$ cat src/rtl/fetch_stage_if.sv
// Fetch stage bus bundle: instruction-memory port,
// redirect input and the decode-side handshake.
interface fetch_stage_if;
  logic        imem_req;
  logic [31:0] imem_addr;
  logic        imem_ack;
  logic [47:0] imem_rdata;
  logic        imem_err;
  logic        redirect;
  logic [31:0] redirect_pc;
  logic        out_valid;
  logic        out_ready;
  logic [3:0]  icode;
  logic [3:0]  ifun;
  logic [3:0]  rA;
  logic [3:0]  rB;
  logic [31:0] valC;
  logic [31:0] valP;
  logic [1:0]  stat;

  modport master (
    output imem_req, imem_addr,
    input  imem_ack, imem_rdata, imem_err,
    input  redirect, redirect_pc,
    output out_valid,
    input  out_ready,
    output icode, ifun, rA, rB, valC, valP, stat
  );

  modport slave (
    input  imem_req, imem_addr,
    output imem_ack, imem_rdata, imem_err,
    output redirect, redirect_pc,
    input  out_valid,
    output out_ready,
    input  icode, ifun, rA, rB, valC, valP, stat
  );
endinterface

$ cat src/rtl/fetch_stage.sv
// Fetch stage: requests 6 bytes at PC, decodes the
// instruction header and hands the fields to decode.
module fetch_stage (
  input  logic clk,
  input  logic reset,
  fetch_stage_if.master bus
);
  typedef enum logic [1:0] {
    S_REQ,
    S_VALID,
    S_HALT
  } state_e;

  localparam logic [1:0] ST_AOK = 2'd0;
  localparam logic [1:0] ST_HLT = 2'd1;
  localparam logic [1:0] ST_ADR = 2'd2;
  localparam logic [1:0] ST_INS = 2'd3;

  state_e      state_q, state_d;
  logic [31:0] pc_q, pc_d;
  logic        pend_q, pend_d;
  logic [31:0] pend_pc_q, pend_pc_d;
  logic        req_q, req_d;
  logic        vld_q, vld_d;
  logic [3:0]  icode_q, icode_d;
  logic [3:0]  ifun_q, ifun_d;
  logic [3:0]  ra_q, ra_d;
  logic [3:0]  rb_q, rb_d;
  logic [31:0] valc_q, valc_d;
  logic [31:0] valp_q, valp_d;
  logic [1:0]  stat_q, stat_d;

  logic [7:0]  b0, b1;
  logic [2:0]  dec_len;
  logic        dec_regs;
  logic        dec_bad;
  logic [31:0] dec_valc;

  // Length, register byte and constant of the returned bytes
  always_comb begin
    b0       = bus.imem_rdata[7:0];
    b1       = bus.imem_rdata[15:8];
    dec_len  = 3'd1;
    dec_regs = 1'b0;
    dec_bad  = 1'b0;
    dec_valc = '0;
    case (b0[7:4])
      4'h0, 4'h1, 4'h9: dec_len = 3'd1;
      4'h2, 4'h6, 4'hA, 4'hB: begin
        dec_len  = 3'd2;
        dec_regs = 1'b1;
      end
      4'h7, 4'h8: begin
        dec_len  = 3'd5;
        dec_valc = bus.imem_rdata[39:8];
      end
      4'h3, 4'h4, 4'h5: begin
        dec_len  = 3'd6;
        dec_regs = 1'b1;
        dec_valc = bus.imem_rdata[47:16];
      end
      default: dec_bad = 1'b1;
    endcase
  end

  // Next state, PC/pending redirect and output fields
  always_comb begin
    state_d   = state_q;
    pc_d      = pc_q;
    pend_d    = pend_q;
    pend_pc_d = pend_pc_q;
    req_d     = req_q;
    vld_d     = vld_q;
    icode_d   = icode_q;
    ifun_d    = ifun_q;
    ra_d      = ra_q;
    rb_d      = rb_q;
    valc_d    = valc_q;
    valp_d    = valp_q;
    stat_d    = stat_q;
    case (state_q)
      S_REQ: begin
        if (bus.imem_ack) begin
          if (bus.redirect) begin
            pc_d   = bus.redirect_pc;
            pend_d = 1'b0;
          end else if (pend_q) begin
            pc_d   = pend_pc_q;
            pend_d = 1'b0;
          end else begin
            state_d = S_VALID;
            req_d   = 1'b0;
            vld_d   = 1'b1;
            if (bus.imem_err) begin
              icode_d = 4'h1;
              ifun_d  = 4'h0;
              ra_d    = 4'hF;
              rb_d    = 4'hF;
              valc_d  = '0;
              valp_d  = '0;
              stat_d  = ST_ADR;
            end else begin
              icode_d = b0[7:4];
              ifun_d  = b0[3:0];
              ra_d    = dec_regs ? b1[7:4] : 4'hF;
              rb_d    = dec_regs ? b1[3:0] : 4'hF;
              valc_d  = dec_valc;
              valp_d  = pc_q + {29'd0, dec_len};
              if (dec_bad) begin
                stat_d = ST_INS;
              end else if (b0[7:4] == 4'h0) begin
                stat_d = ST_HLT;
              end else begin
                stat_d = ST_AOK;
              end
            end
          end
        end else if (bus.redirect) begin
          pend_d    = 1'b1;
          pend_pc_d = bus.redirect_pc;
        end
      end
      S_VALID: begin
        if (bus.redirect) begin
          pc_d    = bus.redirect_pc;
          state_d = S_REQ;
          req_d   = 1'b1;
          vld_d   = 1'b0;
        end else if (bus.out_ready) begin
          vld_d = 1'b0;
          if (stat_q == ST_AOK) begin
            pc_d    = valp_q;
            state_d = S_REQ;
            req_d   = 1'b1;
          end else begin
            state_d = S_HALT;
            req_d   = 1'b0;
          end
        end
      end
      S_HALT: begin
        req_d = 1'b0;
        vld_d = 1'b0;
      end
      default: begin
        state_d = S_REQ;
        req_d   = 1'b1;
        vld_d   = 1'b0;
      end
    endcase
  end

  // State register with synchronous reset
  always_ff @(posedge clk) begin
    if (reset) begin
      state_q   <= S_REQ;
      pc_q      <= '0;
      pend_q    <= 1'b0;
      pend_pc_q <= '0;
      req_q     <= 1'b1;
      vld_q     <= 1'b0;
      icode_q   <= 4'h0;
      ifun_q    <= 4'h0;
      ra_q      <= 4'hF;
      rb_q      <= 4'hF;
      valc_q    <= '0;
      valp_q    <= '0;
      stat_q    <= ST_AOK;
    end else begin
      state_q   <= state_d;
      pc_q      <= pc_d;
      pend_q    <= pend_d;
      pend_pc_q <= pend_pc_d;
      req_q     <= req_d;
      vld_q     <= vld_d;
      icode_q   <= icode_d;
      ifun_q    <= ifun_d;
      ra_q      <= ra_d;
      rb_q      <= rb_d;
      valc_q    <= valc_d;
      valp_q    <= valp_d;
      stat_q    <= stat_d;
    end
  end

  assign bus.imem_req  = req_q;
  assign bus.imem_addr = pc_q;
  assign bus.out_valid = vld_q;
  assign bus.icode     = icode_q;
  assign bus.ifun      = ifun_q;
  assign bus.rA        = ra_q;
  assign bus.rB        = rb_q;
  assign bus.valC      = valc_q;
  assign bus.valP      = valp_q;
  assign bus.stat      = stat_q;
endmodule

$ cat src/flat_wrapper.sv
// flat-port wrapper written by rule: the top's interface ports become plain ports
module fetch_stage_flat 
  (clk, reset, bus_imem_req, bus_imem_addr, bus_imem_ack, bus_imem_rdata, bus_imem_err, bus_redirect, bus_redirect_pc, bus_out_valid, bus_out_ready, bus_icode, bus_ifun, bus_rA, bus_rB, bus_valC, bus_valP, bus_stat);
  fetch_stage_if bus_i ();
  input  logic clk;
  input  logic reset;
  output wire logic [$bits(bus_i.imem_req)-1:0] bus_imem_req;
  output wire logic [$bits(bus_i.imem_addr)-1:0] bus_imem_addr;
  input wire logic [$bits(bus_i.imem_ack)-1:0] bus_imem_ack;
  input wire logic [$bits(bus_i.imem_rdata)-1:0] bus_imem_rdata;
  input wire logic [$bits(bus_i.imem_err)-1:0] bus_imem_err;
  input wire logic [$bits(bus_i.redirect)-1:0] bus_redirect;
  input wire logic [$bits(bus_i.redirect_pc)-1:0] bus_redirect_pc;
  output wire logic [$bits(bus_i.out_valid)-1:0] bus_out_valid;
  input wire logic [$bits(bus_i.out_ready)-1:0] bus_out_ready;
  output wire logic [$bits(bus_i.icode)-1:0] bus_icode;
  output wire logic [$bits(bus_i.ifun)-1:0] bus_ifun;
  output wire logic [$bits(bus_i.rA)-1:0] bus_rA;
  output wire logic [$bits(bus_i.rB)-1:0] bus_rB;
  output wire logic [$bits(bus_i.valC)-1:0] bus_valC;
  output wire logic [$bits(bus_i.valP)-1:0] bus_valP;
  output wire logic [$bits(bus_i.stat)-1:0] bus_stat;
  assign bus_imem_req = bus_i.imem_req;
  assign bus_imem_addr = bus_i.imem_addr;
  assign bus_i.imem_ack = bus_imem_ack;
  assign bus_i.imem_rdata = bus_imem_rdata;
  assign bus_i.imem_err = bus_imem_err;
  assign bus_i.redirect = bus_redirect;
  assign bus_i.redirect_pc = bus_redirect_pc;
  assign bus_out_valid = bus_i.out_valid;
  assign bus_i.out_ready = bus_out_ready;
  assign bus_icode = bus_i.icode;
  assign bus_ifun = bus_i.ifun;
  assign bus_rA = bus_i.rA;
  assign bus_rB = bus_i.rB;
  assign bus_valC = bus_i.valC;
  assign bus_valP = bus_i.valP;
  assign bus_stat = bus_i.stat;
  fetch_stage u_core (.clk(clk), .reset(reset), .bus(bus_i));
endmodule
$ cat config.mk
export PLATFORM = sky130hd
export DESIGN_NAME = fetch_stage_flat
export DESIGN_NICKNAME = d
export VERILOG_FILES = /design/src/rtl/fetch_stage_if.sv /design/src/rtl/fetch_stage.sv /design/src/flat_wrapper.sv
export SDC_FILE = /design/constraint.sdc
export NUM_CORES = 1
export LEC_CHECK = 0
export CAP_MARGIN = 0
export CORE_MARGIN = 8
export CORE_UTILIZATION = 43
export CTS_BUF_LIST = sky130_fd_sc_hd__clkbuf_8 sky130_fd_sc_hd__clkbuf_16
export CTS_CLUSTER_DIAMETER = 60
export DETAILED_ROUTE_END_ITERATION = 16
export GPL_TIMING_DRIVEN = 0
export PLACE_DENSITY_LB_ADDON = 0.25
export SLEW_MARGIN = 25
export SYNTH_ARGS = -nofsm -noshare
export SYNTH_HDL_FRONTEND = slang
export SYNTH_SLANG_ARGS = --single-unit
export TNS_END_PERCENT = 1
$ cat constraint.sdc
create_clock -name clk -period 3.4 [get_ports clk]
set_input_delay 0.68 -clock clk [delete_from_list [all_inputs] [get_ports clk]]
set_output_delay 0.68 -clock clk [all_outputs]
set_load 0.05 [all_outputs]
======== Word level (Yosys, flattened, before mapping) ========
Index checks and enable logic that the tools add are counted.
storage, ports and cells
  bits in registers ....................... 151
  output and inout port bits .............. 116
operators by class
  bitwise logic cells ..................... 4
  reduce and logical (&&, ||, !) cells .... 16
  equal/unequal tests ..................... 19
  multiplexer cells ....................... 43
  add/subtract/negate cells ............... 1
operator list
  kind                                                                     number
  32-bit two-way mux                                                       8
  32-bit case mux with 2 select lines                                      2
  32-bit by 3-bit adder with 32-bit output                                 1
  4-bit two-way mux                                                        6
  4-bit by 3-bit equality test with 1-bit output, second input constant    4
  4-bit equality test, second input constant                               4
  2-bit two-way mux                                                        8
  1-bit two-way mux                                                        15
  12-bit OR reduction                                                      1
  5-bit AND reduction                                                      2
  3-bit case mux with 3 select lines                                       1
  4-bit by 2-bit equality test with 1-bit output, second input constant    2
  4-bit AND reduction                                                      2
  7-bit OR reduction                                                       1
  2-bit inequality test, second input constant                             3
  3-bit by 2-bit inequality test with 1-bit output, second input constant  2
  2-bit case mux with 3 select lines                                       1
  4-bit by 1-bit equality test with 1-bit output, second input constant    1
  2-bit zero test                                                          2
  4-bit zero test                                                          1
  1-bit inverter                                                           4
  2-bit nonzero test                                                       2
  4-bit OR reduction                                                       1
  3-bit inequality test, second input constant                             1
  8 further kinds                                                          8

======== Depth between registers and ports, before layout ========
  depth in word-level cells ............... 5
  gate-level depth with buffers ........... 12

======== Worst setup path after synthesis ========
Ideal clock, no wire load.
  path kind ............................... input -> register
  from .................................... input bus_imem_rdata[6]
  to ...................................... register u_core.valp_q[17], in the netlist u_core.bus.valP[17]
  cell stages on the path ................. 11
  slack ................................... 0.036 ns
  buffers on the path ..................... 2
  arrival ................................. 3.295 ns
  library setup time ...................... 0.069 ns
  cell sequence ........................... clkbuf_1 mux2_2 nor2_1 clkbuf_1 or2_2 ha_1 o211ai_1 nor4_1 nand4_1 xor2_1 o21ai_1
on the way
  longest elaborated chain between the ends .. 5
  elaborated cells between the ends (all ways) .. 15
  classes of those cells .................. add/sub: 1; eq/ne: 9; mux: 2; reduce/logical: 3
RTL lines
  what                                                                          RTL line            source
  start: declaration                                                            flat_wrapper.sv:10  input wire logic [$bits(bus_i.imem_rdata)-1:0] bus_imem_rdata;
  4-bit by 2-bit equality test with 1-bit output, or another cell as far along  fetch_stage.sv:47   case (b0[7:4])
  4-bit OR reduction, or another cell as far along                              --
  3-bit case mux with 3 select lines (*)                                        fetch_stage.sv:47
  32-bit by 3-bit adder with 32-bit output (*)                                  fetch_stage.sv:108  valp_d = pc_q + {29'd0, dec_len};
  32-bit two-way mux (*)                                                        fetch_stage.sv:94   if (bus.imem_err) begin
  end signal: assignment                                                        fetch_stage.sv:181  valp_q <= valp_d;
  end: declaration                                                              fetch_stage.sv:30   logic [31:0] valp_q, valp_d;
Mark *: on every way between the ends. The rest lies on a longest branch, timed or not.
A chain may end at the register's enable or synchronous reset.

======== Worst setup path after layout ========
  from .................................... input bus_imem_rdata[4]
  to ...................................... register u_core.valp_q[27], in the netlist u_core.bus.valP[27]
The elaborated chain is that of the path after synthesis.

==> metrics.yaml <==
powerDensity_mw_per_mm2: 455.4
synth_mux_area_share_pct: 5.288
end_kind: "flip-flop"
io_buffers: 195
hold_viol: 0
synthAdderAreaFrac_pct: 0.8417
syn_area_mm2: 0.006838
clk_latency_ps: 420
ys_ff_latch: 151
cp.arrival_ps: 3560
synth_compound_area_share_pct: 19.23
status: "finished clean"
hold_path_depth: 2
cts-htree-levels: 4
clk_pin_slew_ps: 60
mostFrequentLayoutCell: "nand2_1"
avgViaCountPerCell: 5.338
fin_skew_ps: 6.486
total_power_mw: 4.461
hold_path_end: "u_core.bus.ifun[0]"
avgSynthCellArea_um2: 7.923
gp_congestion: 0.8261
startpoint_type: "input port"
vdd_drop_max_uv: 373.6
p_leak_nw: 3.576
grtUsageTotal_pct: 22.27
worst_pin_slew_ps: 622.4
rrSetupSlack_ps: 1200
cts_tree: "yes"
max_freq_mhz: 308.0
grt_pass1_vias: 6579
die-area_mm2: 0.02019
regToRegStartpoint: "u_core.bus.imem_addr[0]"
critPathRequiredTime_ps: 3720
wl_per_cell_um: 17.64
synthXorXnorAreaFrac_pct: 3.586
drv_slew: 0
period_minus_slack_ps: 3247
fin_nets: 1168
critical_path_peak_fanout: 10
firstDrtPassIters: 5
holdBufCountCts: 0
grt_antenna_before_repair: 0
rsz0062_at_grt: "false"
synth-main-ff-cell: "dfxtp_1"
hp-start: "u_core.bus.ifun[0]"
synth_edf_count: 0
grt_remaining_overflow: 0
drive_gt1_share_pct: 6.049
hold_class: "flip-flop to flip-flop"
grt_pass1_wl_um: 35410
synth_seq_area_share_pct: 44.21
synth_top_area_share_pct: 44.21
numCtsBuffers: 17
root_buffer: "clkbuf_16"
drc: 0
max_cap_violations: 0
relSlewSlack_pct: 58.50
met2_length_um: 10750
pin_count: 202
synthSimpleGateAreaFrac_pct: 22.43
async_flop_share_pct: 0
dr.max_layer_used: "met4"
netlist_instances: 863
fp.coreArea_mm2: 0.01571
rows: 46
grt_max_degree: 17
synth_top_family_by_area: "simple AND/OR/NAND/NOR gates"
die_x_um: 142.1
vias: 6977
wirelength_um: 23060
worstReg2RegEnd: "u_core.bus.valP[26]"
fin_crit_sh_pct: 95.49
clockBufferDepth: 2
syn2layout_area_growth_pct: 43.24
antenna_cells: 0
rr_worst_depth: 8
drtIter0Drc: 551
hpwl_um: 17110
synth_nets: 953
yosysTopAreaCell: "dfxtp_1"
path_class: "input port to flip-flop"
floorplan.initialDensity_pct: 43.52
final_cell_mix: "234 x nand2_1, 195 x clkdlybuf4s50_1, 151 x dfxtp_1"
numClockSinks: 151
synth.area.top_cells: "dfxtp_1 44%, nand2_1 13%, a21oi_1 6.0%"
post-route-util_pct: 62.33
ys_types: 52
ant_nets: 0
finalSetupViolCount: 0
dr_wl_met3_um: 1758
m1WireLength_um: 10180
dieHeight_um: 142.1
yosysWarningCount: 0
==> per-stage QoR <==
step	TNS [ps]	setup WS [ps]	hold slack, ps	std cells	instance area [um^2]
final	0	153.4	449.7	1307	9794
after global placement	-20330	-1026	435.3	1274	9060
after CTS	0	28.21	454.1	1306	9727
after detailed placement	-22900	-1117	440.7	1274	9060
after global routing	0	8.225	475.1	1307	9794
after floorplan	0	35.77	436.0	863	6838
==> cells by family (layout without fill, tap and decap cells) <==
logic type / after synthesis / count (layout)
flops: 151 / 151
xor+xnor: 28 / 28
simple gates: 338 / 338
fa+ha+maj: 4 / 4
compound gates: 232 / 232
buf+inv: 74 / 302
mux: 36 / 36
==> state kept, by name (all words and copies together) (netlist names) <==
register / cells
u_core.bus.icode: 4
u_core.bus.ifun: 4
u_core.bus.imem_addr: 32
u_core.bus.imem_req: 1
u_core.bus.out_valid: 1
u_core.bus.rA: 4
u_core.bus.rB: 4
u_core.bus.stat: 2
u_core.bus.valC: 32
u_core.bus.valP: 32
u_core.pend_pc_q: 32
u_core.pend_q: 1
u_core.state_q: 2
==> power breakdown <==
| group | leakage, nW | switching (mW) | total [mW] | internal, mW |
|---|---|---|---|---|
| clock | 0.311 | 0.740 | 1.92 | 1.18 |
| combinational | 2.04 | 0.410 | 0.668 | 0.258 |
| sequential | 1.23 | 0.0507 | 1.88 | 1.83 |
==> layout make-up <==
type / instances / area, um^2
clock buffer: 19 / 452.9
fill: 1440 / 5918
buffer: 68 / 286.5
timing repair buffer: 196 / 1959
tap: 216 / 270.3
multi-input combinational: 638 / 3641
sequential: 151 / 3023
clock inverter: 13 / 138.9
inverter: 6 / 22.52
==> cells in the mapped netlist (all sizes together) (3+ instances only) <==
| master | count |
|---|---|
| nand3b | 9 |
| xnor2 | 9 |
| nand3 | 13 |
| ha | 3 |
| a21oi | 82 |
| o22ai | 8 |
| or2 | 3 |
| and3 | 4 |
| xor2 | 19 |
| nand2 | 234 |
| o21ai | 91 |
| nor3 | 9 |
| a22oi | 35 |
| buf | 10 |
| and2 | 5 |
| clkbuf | 58 |
| dfxtp | 151 |
| nor4 | 7 |
| a211oi | 4 |
| nor2 | 18 |
| or3 | 4 |
| mux2i | 35 |
| inv | 6 |
| nand4 | 10 |
| nand2b | 11 |
==> worst max-delay path by stage <==
stage | startpoint | to | slack (ps)
finish | bus_imem_rdata[4] | u_core.bus.valP[27] | 150
global route | bus_imem_rdata[4] | u_core.bus.valP[27] | 8
CTS | bus_imem_rdata[4] | u_core.bus.valP[27] | 30
detailed placement | bus_imem_rdata[4] | u_core.bus.valP[17] | -1120
global placement | bus_imem_rdata[4] | u_core.bus.valP[25] | -1030
floorplan | bus_imem_rdata[6] | u_core.bus.valP[17] | 40
==> critical path, stage by stage <==
cell and delay, ps:
clkdlybuf4s50_1 570, nand2_1 80, mux2_2 290, nor2_4 200
clkbuf_4 250, or2_2 190, ha_4 200, o211ai_1 150
nand4bb_4 310, nor4_2 320, xor2_1 120, a22o_1 190
==> what timing repair did <==
item,CTS,global route
setup buffers,0,1
pin swaps,1,4
endpoints found under the setup margin,27,23
resized for setup,15,13
cloned,0,0
==> metal layers <==
layer / vias to the layer above / global-route usage, %
li1: 3409 / -
met1: 3276 / 28.38
met2: 266 / 35.99
met3: 26 / 5.602
met4: 0 / 7.349
met5: - / 0
No activity file was read; power rests on OpenSTA's default activity.
